==> src/rtl/keypad_scanner.sv <==
// 4x4 matrix keypad scanner: rotates a single active-low column, samples the
// rows, debounces the full 16-key image across scans and queues one code per
// new press into a small FIFO read through a valid/ready handshake.
module keypad_scanner #(
  parameter int unsigned SETTLE_CYCLES  = 2,
  parameter int unsigned DEBOUNCE_SCANS = 4,
  parameter int unsigned FIFO_DEPTH     = 4
) (
  input  logic       clk,
  input  logic       rst,
  input  logic [3:0] row_n,
  output logic [3:0] col_n,
  output logic       key_valid,
  output logic [3:0] key_code,
  input  logic       key_ready,
  output logic       overflow,
  output logic       any_pressed
);

  localparam int unsigned SetW = $clog2(SETTLE_CYCLES + 1);
  localparam int unsigned StbW = $clog2(DEBOUNCE_SCANS);
  localparam int unsigned PtrW = $clog2(FIFO_DEPTH);
  localparam int unsigned CntW = $clog2(FIFO_DEPTH + 1);

  localparam logic [SetW-1:0] SetLast  = SetW'(SETTLE_CYCLES - 1);
  localparam logic [StbW-1:0] StbMax   = StbW'(DEBOUNCE_SCANS - 1);
  localparam logic [CntW-1:0] FifoFull = CntW'(FIFO_DEPTH);

  localparam logic [1:0] StSettle = 2'd0;
  localparam logic [1:0] StSample = 2'd1;
  localparam logic [1:0] StEval   = 2'd2;
  localparam logic [1:0] StPush   = 2'd3;

  // Scanner / debouncer state
  logic [1:0]      state_q, state_d;
  logic [1:0]      col_q, col_d;
  logic [SetW-1:0] set_cnt_q, set_cnt_d;
  logic [15:0]     snapshot_q, snapshot_d;
  logic [15:0]     prev_snap_q, prev_snap_d;
  logic [15:0]     debounced_q, debounced_d;
  logic [15:0]     press_mask_q, press_mask_d;
  logic [StbW-1:0] stable_cnt_q, stable_cnt_d;
  logic [StbW-1:0] stable_next;
  logic [3:0]      idx_q, idx_d;

  // FIFO state
  logic [3:0]      fifo_mem_q [FIFO_DEPTH];
  logic [PtrW-1:0] wr_ptr_q, rd_ptr_q;
  logic [CntW-1:0] count_q;

  logic push_req, push_ok, pop, full;

  // Saturating count of consecutive identical scans, as it will be after EVAL
  always_comb begin
    stable_next = '0;
    if (snapshot_q == prev_snap_q) begin
      stable_next = (stable_cnt_q == StbMax) ? StbMax : stable_cnt_q + StbW'(1);
    end
  end

  // Scan sequencing and debounce next-state
  always_comb begin
    state_d      = state_q;
    col_d        = col_q;
    set_cnt_d    = set_cnt_q;
    snapshot_d   = snapshot_q;
    prev_snap_d  = prev_snap_q;
    debounced_d  = debounced_q;
    press_mask_d = press_mask_q;
    stable_cnt_d = stable_cnt_q;
    idx_d        = idx_q;
    unique case (state_q)
      StSettle: begin
        if (set_cnt_q == SetLast) begin
          state_d = StSample;
        end else begin
          set_cnt_d = set_cnt_q + SetW'(1);
        end
      end
      StSample: begin
        snapshot_d[{col_q, 2'b00} +: 4] = ~row_n;
        set_cnt_d = '0;
        if (col_q == 2'd3) begin
          state_d = StEval;
        end else begin
          col_d   = col_q + 2'd1;
          state_d = StSettle;
        end
      end
      StEval: begin
        stable_cnt_d = stable_next;
        prev_snap_d  = snapshot_q;
        if (stable_next == StbMax) begin
          // Only rising edges of the accepted image are queued; releases just clear bits
          press_mask_d = snapshot_q & ~debounced_q;
          debounced_d  = snapshot_q;
        end else begin
          press_mask_d = '0;
        end
        idx_d   = '0;
        state_d = StPush;
      end
      StPush: begin
        if (idx_q == 4'd15) begin
          col_d     = 2'd0;
          set_cnt_d = '0;
          state_d   = StSettle;
        end else begin
          idx_d = idx_q + 4'd1;
        end
      end
      default: state_d = StSettle;
    endcase
  end

  // Scanner / debouncer registers
  always_ff @(posedge clk) begin
    if (rst) begin
      state_q      <= StSettle;
      col_q        <= 2'd0;
      set_cnt_q    <= '0;
      snapshot_q   <= '0;
      prev_snap_q  <= '0;
      debounced_q  <= '0;
      press_mask_q <= '0;
      stable_cnt_q <= '0;
      idx_q        <= '0;
    end else begin
      state_q      <= state_d;
      col_q        <= col_d;
      set_cnt_q    <= set_cnt_d;
      snapshot_q   <= snapshot_d;
      prev_snap_q  <= prev_snap_d;
      debounced_q  <= debounced_d;
      press_mask_q <= press_mask_d;
      stable_cnt_q <= stable_cnt_d;
      idx_q        <= idx_d;
    end
  end

  // FIFO handshake decode; a pop frees the slot a same-cycle push needs
  always_comb begin
    full      = (count_q == FifoFull);
    key_valid = (count_q != '0);
    pop       = key_valid & key_ready;
    push_req  = (state_q == StPush) & press_mask_q[idx_q];
    push_ok   = push_req & (~full | pop);
    overflow  = push_req & full & ~pop & ~rst;
  end

  // FIFO storage and pointers
  always_ff @(posedge clk) begin
    if (rst) begin
      for (int unsigned i = 0; i < FIFO_DEPTH; i++) begin
        fifo_mem_q[i] <= 4'd0;
      end
      wr_ptr_q <= '0;
      rd_ptr_q <= '0;
      count_q  <= '0;
    end else begin
      if (push_ok) begin
        fifo_mem_q[wr_ptr_q] <= idx_q;
        wr_ptr_q             <= wr_ptr_q + PtrW'(1);
      end
      if (pop) begin
        rd_ptr_q <= rd_ptr_q + PtrW'(1);
      end
      unique case ({push_ok, pop})
        2'b10:   count_q <= count_q + CntW'(1);
        2'b01:   count_q <= count_q - CntW'(1);
        default: count_q <= count_q;
      endcase
    end
  end

  // Output decode
  always_comb begin
    col_n       = ~(4'b0001 << col_q);
    key_code    = fifo_mem_q[rd_ptr_q];
    any_pressed = |debounced_q;
  end

endmodule

==> config.mk <==
export PLATFORM = sky130hd
export DESIGN_NAME = keypad_scanner
export DESIGN_NICKNAME = d
export VERILOG_FILES = /design/src/rtl/keypad_scanner.sv
export SDC_FILE = /design/constraint.sdc
export NUM_CORES = 1
export LEC_CHECK = 0
export ABC_AREA = 1
export BUFFER_PORTS_ARGS = -buffer_cell sky130_fd_sc_hd__buf_4
export CAP_MARGIN = 20
export CORE_MARGIN = 3
export CORE_UTILIZATION = 55
export CTS_CLUSTER_SIZE = 20
export DETAILED_ROUTE_END_ITERATION = 8
export HOLD_SLACK_MARGIN = 0.15
export PLACE_DENSITY = 0.71
export SETUP_SLACK_MARGIN = 0.02
export SLEW_MARGIN = 15
export SYNTH_ARGS = -nofsm -noshare
export SYNTH_HDL_FRONTEND = slang
export SYNTH_SLANG_ARGS = --single-unit
==> constraint.sdc <==
create_clock -name clk -period 1.9 [get_ports clk]
set_clock_uncertainty 0.2 [all_clocks]
set_input_delay 0.38 -clock clk [delete_from_list [all_inputs] [get_ports clk]]
set_output_delay 0.38 -clock clk [all_outputs]
set_load 0.01 [all_outputs]
==> reports/qor.txt, run 1 <==
outcome -> finished, violations left
failing checks -> setup timing
starting density of the core -> 58.3%
min Tclk post-route -> 2.27 ns
GRT met3 Usage -> 5.24%
CTS sink count -> 101
syn_area_per_cell -> 7.72 um^2
synth cell count leaders -> nand2_1 (104), dfxtp_1 (85), inv_1 (80), nor2_1 (71), a21oi_1 (53)
YS warnings -> 0
final cycle utilization of the critical path -> 120%
Req. time, crit path -> 1.32 ns
Area Growth Syn to Fin -> 32.6%
clk_lat worst skew -> 0.36 ns
Mapped Cells -> 599
cell taking the most area after synthesis -> dfxtp_1
first-pass GRT wire length -> 17600 um
antenna diode count -> 0
worst hold path class -> in2reg
Reg2Reg Depth -> 14
critical path arrival -> 1.69 ns
DRC viols -> 0
RR Startpoint -> idx_q[0]$_SDFFE_PP0P_
Hold Path Sink -> snapshot_q[0]$_SDFFE_PP0P_
dpl hpwl -> 7220 um
Fill cells -> 519
post-route ant nets -> 0
number of H-tree levels -> 3
DR iter-0 viols -> 238
Slew @ Worst Pin -> 0.620 ns
final total power -> 4990 uW
number of CTS-inserted buffers -> 9
final setup fails -> 77
DIE WIDTH -> 97.7 um
Max Fclk -> 440 MHz
pre-CTS setup slack -> -0.228 ns
DR vias -> 4364
maximum vdd drop -> 674 uV
sequential share of the synthesized area -> 47.2%
synthesized area -> 0.00462 mm^2
CTS max path bufs -> 2
count of cell types in the netlist -> 38
core area -> 0.00793 mm^2
I/O Pins -> 18
layout cells sized above 1 -> 32.7%
GR peak layer -> met2
Wirelength per Cell -> 15.4 um
Rows -> 32
Root Driver -> clkbuf_8
CTS tree -> done
fin nets -> 694
IO Port Bufs -> 17
Vias/cell -> 5.56
post-synth top area share -> 36.8%
leak pwr -> 0.00247 uW
number of global-route vias before repair -> 3711
crit path capture type -> output pin
met1 Usage GRT -> 31.3%
drt first pass iters -> 7
FF+latch count, synth -> 101
initial antenna violation count -> 0
Synth Flop Type -> dfxtp_1
Max-Cap Viols -> 0
Hold Startpoint -> row_n[0]
power density over cell area -> 814 mW/mm^2
utilization after layout -> 77.4%
Hold Vio Cnt, Final -> 0
Die ar. -> 0.00954 mm^2
Worst Path Max Fanout -> 6
largest net degree at the start of global routing -> 48
WS Path Type -> reg2out
EDFF count, synth -> 16
hold_ws -> 0.205 ns
Clk pin slew, worst setup/hold paths -> 0.09 ns
ys async rst share -> 0%
most frequent cell after synthesis -> nand2_1
Slew Limit Headroom -> 58.6%
reg2reg end -> fifo_mem_q[3][1]$_DFFE_PP_
Slew Viols, Final -> 0
Post-Syn Nets -> 615
RSZ-0062 raised after global routing -> yes
final RePlAce weighted congestion -> 0.799
Register-to-Register Setup Slack -> -0.33 ns
grt total ovfl -> 0
CP startpoint kind -> flip-flop
Hold Crit Depth -> 4
Die Y -> 97.7 um
largest cells by area after synthesis -> dfxtp_1 (37%), edfxtp_1 (10%), nand2_1 (8.4%)
final wirelength -> 12100 um
GRT Overall Usage -> 22.4%
worst setup margin -> -0.375 ns
met2 Use GR -> 35.1%
[what timing repair did]
action	CTS	global route
resized for setup	36	122
setup buffers	4	15
hold endpoints to repair	10	0
pin swaps	6	26
hold buffers	3	0
endpoints found under the setup margin	66	89
gates cloned	0	5
[cells by family after synthesis]
group / synth area share, %
adder cells (fa/ha/maj): 2.60
flip-flops: 47.2
XOR/XNOR: 2.27
AND/OR/NAND/NOR: 24.1
buffers and inverters: 9.55
AO/OA/AOI/OAI: 14.3
[power breakdown]
part	switching, uW	internal, uW	total (uW)
Clock	717	743	1460
Sequential	83.4	2280	2370
Combinational	660	506	1170
[critical path: stages (launching register included)]
cell and delay (ns):
dfxtp_4 0.38, buf_6 0.13, nand2_1 0.06, nand3_1 0.07, nand3_1 0.09, nand3_2 0.08
nand2_2 0.11, nand2_2 0.06, buf_4 0.13, nor3_2 0.09, buf_4 0.14
[through the flow]
step / TNS, ns / instances / instance area [um^2]
after detailed placement: -2.94 / 742 / 5130
after floorplan: -0.775 / 599 / 4650
final: -10.22 / 785 / 6130
after global routing: -18.72 / 785 / 6130
after global placement: -1.68 / 742 / 5130
after CTS: -4.56 / 765 / 5500
[cell usage in the layout, fill, tap and decap left out, drive strengths merged, types with 3 or more instances in the layout]
cell         count
buf             87
xnor2            5
nor2            72
dlygate4sd3      3
nor4             4
xor2             7
o21ai           40
clkbuf          14
nand3           37
ha               8
dfxtp           85
or2              3
nand2          108
o22ai            4
inv             81
a21oi           56
edfxtp          16
nand4           21
nor3             8
a22oi            8
[sequential cells by signal, summed over array words and instances, names as in the netlist, named ones only]
signal / flops
col_q: 2
count_q: 3
debounced_q: 16
fifo_mem_q: 16
idx_q: 4
press_mask_q: 16
prev_snap_q: 16
rd_ptr_q: 2
set_cnt_q: 2
snapshot_q: 16
stable_cnt_q: 2
state_q: 1
wr_ptr_q: 2
[metal layers]
| metal | vias up | part of all wire [%] |
|---|---|---|
| met5 | - | 0 |
| met4 | 0 | 1.9 |
| met3 | 22 | 5.7 |
| met2 | 150 | 47 |
| met1 | 2048 | 46 |
| li1 | 2144 | - |
[how the worst max path moves through the flow]
stage	from	slack [ns]	cells after the start	end
6_report	idx_q[0]$_SDFFE_PP0P_	-0.37	10	overflow
5_1_grt	idx_q[0]$_SDFFE_PP0P_	-0.48	11	overflow
4_1_cts	idx_q[0]$_SDFFE_PP0P_	-0.37	11	overflow
3_5_place_dp	idx_q[0]$_SDFFE_PP0P_	-0.23	14	count_q[2]$_SDFFE_PP0P_
3_3_place_gp	idx_q[0]$_SDFFE_PP0P_	-0.16	14	count_q[2]$_SDFFE_PP0P_
2_1_floorplan	idx_q[1]$_SDFFE_PP0P_	-0.08	10	fifo_mem_q[1][0]$_SDFFCE_PN0P_
[area by class of cell]
cell class,instances,area [um^2],share of cell area [%]
multi-input cells,393,2470,40.2
flip-flops and latches,101,2210,36.0
repair buffers,92,813,13.3
inverters,81,309,5.04
clock buffers,12,135,2.20
well taps,102,128,2.08
clock inverters,4,72.6,1.18
Note: power is estimated with default switching activity, not from simulation.
==> run 2, diff against run 1 <==
Settings changed: GPL_TIMING_DRIVEN set to 0.
==> reports/qor.txt, run 2 (synthesis results as in run 1) <==
Wirelength per Cell -> 17.1 um (+11%)
met2 Use GR -> 41.5% (+6.4 points)
reg2reg end -> fifo_mem_q[0][3]$_SDFFCE_PN0P_
number of H-tree levels -> 3 (unchanged)
Worst Path Max Fanout -> 6 (unchanged)
RR Startpoint -> idx_q[1]$_SDFFE_PP0P_
failing checks -> setup timing
layout cells sized above 1 -> 34.0% (+1.3 points)
fin nets -> 680 (-2.0%)
first-pass GRT wire length -> 19500 um (+11%)
final RePlAce weighted congestion -> 0.824 (+3.2%)
largest net degree at the start of global routing -> 17 (-65%)
Rows -> 32 (unchanged)
Hold Crit Depth -> 4 (unchanged)
Reg2Reg Depth -> 13 (-1)
DR iter-0 viols -> 255 (+7.1%)
Internal -> 3420 uW (-3.1%)
GR peak layer -> met2
Clk pin slew, worst setup/hold paths -> 0.10 ns (about the same)
most common cell after layout, fill and taps aside -> nand2_1
final total power -> 4930 uW (-1.4%)
initial antenna violation count -> 0 (unchanged)
CP startpoint kind -> flip-flop
hold_ws -> 0.172 ns (-0.0328 ns)
Die ar. -> 0.00954 mm^2 (unchanged)
grt total ovfl -> 0 (unchanged)
power share of the clock group -> 30.3% (+1.1 points)
Register-to-Register Setup Slack -> -0.32 ns (about the same)
utilization after layout -> 78.3% (+0.96 points)
critical path arrival -> 1.67 ns (-0.02 ns)
Req. time, crit path -> 1.32 ns (about the same)
Die Y -> 97.7 um (unchanged)
commonest cells after routing, fill and taps aside -> nand2_1 (74), inv_1 (72), nor2_1 (61), dfxtp_1 (59), buf_4 (36)
Hold Path Sink -> snapshot_q[0]$_SDFFE_PP0P_
post-route ant nets -> 0 (unchanged)
number of CTS-inserted buffers -> 9 (unchanged)
number of global-route vias before repair -> 4052 (+9.2%)
Max Fclk -> 445 MHz (+1.3%)
IO Port Bufs -> 17 (unchanged)
Area Growth Syn to Fin -> 34.3%
GRT Overall Usage -> 25.2% (+2.8 points)
DIE WIDTH -> 97.7 um (unchanged)
Hold Vio Cnt, Final -> 0 (unchanged)
clk_lat worst skew -> 0.37 ns (about the same)
dpl cells -> 718 (-3.2%)
Max-Cap Viols -> 0 (unchanged)
power density over cell area -> 793 mW/mm^2 (-2.6%)
share of total power in combinational logic -> 20.5% (-2.9 points)
dpl hpwl -> 7980 um (+11%)
core area -> 0.00793 mm^2 (unchanged)
DR vias -> 4417 (+1.2%)
met1 Usage GRT -> 34.0% (+2.7 points)
worst setup margin -> -0.345 ns (+0.0294 ns)
Root Driver -> clkbuf_8
sw power -> 1500 uW (+2.8%)
Net Sw Frac -> 30.5% (+1.2 points)
register share of total power -> 49.1% (+1.7 points)
crit path capture type -> output pin
Hold Startpoint -> row_n[0]
final wirelength -> 13200 um (+8.9%)
DRC viols -> 0 (unchanged)
min Tclk post-route -> 2.25 ns (-0.0294 ns)
CTS max path bufs -> 2 (unchanged)
Slew Viols, Final -> 0 (unchanged)
antenna diode count -> 0 (unchanged)
CTS tree -> done
GRT met3 Usage -> 5.10% (-0.14 points)
starting density of the core -> 58.3% (unchanged)
maximum vdd drop -> 628 uV (-6.8%)
WS Path Type -> reg2out
Slew Limit Headroom -> 46.7% (-12 points)
final setup fails -> 73 (-5.2%)
RSZ-0062 raised after global routing -> yes
worst hold path class -> in2reg
final cycle utilization of the critical path -> 118% (-1.5 points)
I/O Pins -> 18 (unchanged)
leak pwr -> 0.00245 uW (-0.72%)
Vias/cell -> 5.74 (+3.2%)
Final Non-Filler Cells -> 770 (-1.9%)
Slew @ Worst Pin -> 0.799 ns (+0.179 ns)
CTS sink count -> 101 (unchanged)
drt first pass iters -> 5 (-2)
outcome -> finished, violations left
run 2: what timing repair did:
action	CTS	global route
buffers inserted	25	14
gates resized for setup	121	111
endpoints found under the setup margin	84	93
endpoints found under the hold margin	4	0
hold buffers	2	0
pin swaps	19	34
gates cloned	3	1
run 2: layout make-up:
| cell class | count | area (um^2) |
|---|---|---|
| Inverter | 81 | 330 |
| Multi-Input combinational cell | 391 | 2620 |
| Buffer | 21 | 116 |
| Timing Repair Buffer | 59 | 564 |
| Sequential cell | 101 | 2240 |
| Tap cell | 102 | 128 |
| Clock buffer | 10 | 129 |
| Fill cell | 554 | 1720 |
| Clock inverter | 5 | 83.8 |
run 2: critical path, cell delays in order, from the launching register on:
cell and delay, ns:
dfxtp_2 0.34, clkbuf_8 0.17, inv_8 0.08, nand3_1 0.09, nand3_2 0.10, nand3_2 0.11, nand2_4 0.11, nand2_4 0.06
nor3_2 0.10, buf_4 0.14
run 2: worst max path at each step:
stage	slack (ns)	startpoint	cells past startpoint	endpoint
global route	-0.43	idx_q[1]$_SDFFE_PP0P_	9	overflow
floorplan	-0.08	idx_q[1]$_SDFFE_PP0P_	10	fifo_mem_q[1][0]$_SDFFCE_PN0P_
CTS	-0.31	idx_q[0]$_SDFFE_PP0P_	9	overflow
finish	-0.35	idx_q[1]$_SDFFE_PP0P_	9	overflow
global placement	-0.42	idx_q[1]$_SDFFE_PP0P_	10	fifo_mem_q[2][1]$_SDFFCE_PN0P_
detailed placement	-0.47	idx_q[1]$_SDFFE_PP0P_	10	fifo_mem_q[2][0]$_SDFFCE_PN0P_
run 2: metal layers:
metal  share of wire [%]  wire length (um)
met1                  43              5630
met2                  48              6340
met3                 7.3               958
met4                 1.8               239
met5                   0                 0
run 2: per-stage QoR:
stage	worst slack (ns)	setup TNS, ns	area (um^2)
4_1_cts	-0.309	-5.07	5700
3_5_place_dp	-0.471	-9.66	4900
6_report	-0.345	-10.46	6210
5_1_grt	-0.428	-17.72	6210
3_3_place_gp	-0.423	-8.26	4900
2_1_floorplan	-0.0840	-0.775	4650
run 2: power by group through the flow:
stage | combinational (uW) | sequential (uW) | clock (uW)
2_1_floorplan | 612 | 2400 | 0
3_3_place_gp | 838 | 2430 | 0
3_5_place_dp | 869 | 2430 | 0
4_1_cts | 947 | 2410 | 1500
5_1_grt | 1130 | 2430 | 1600
6_report | 1010 | 2420 | 1490
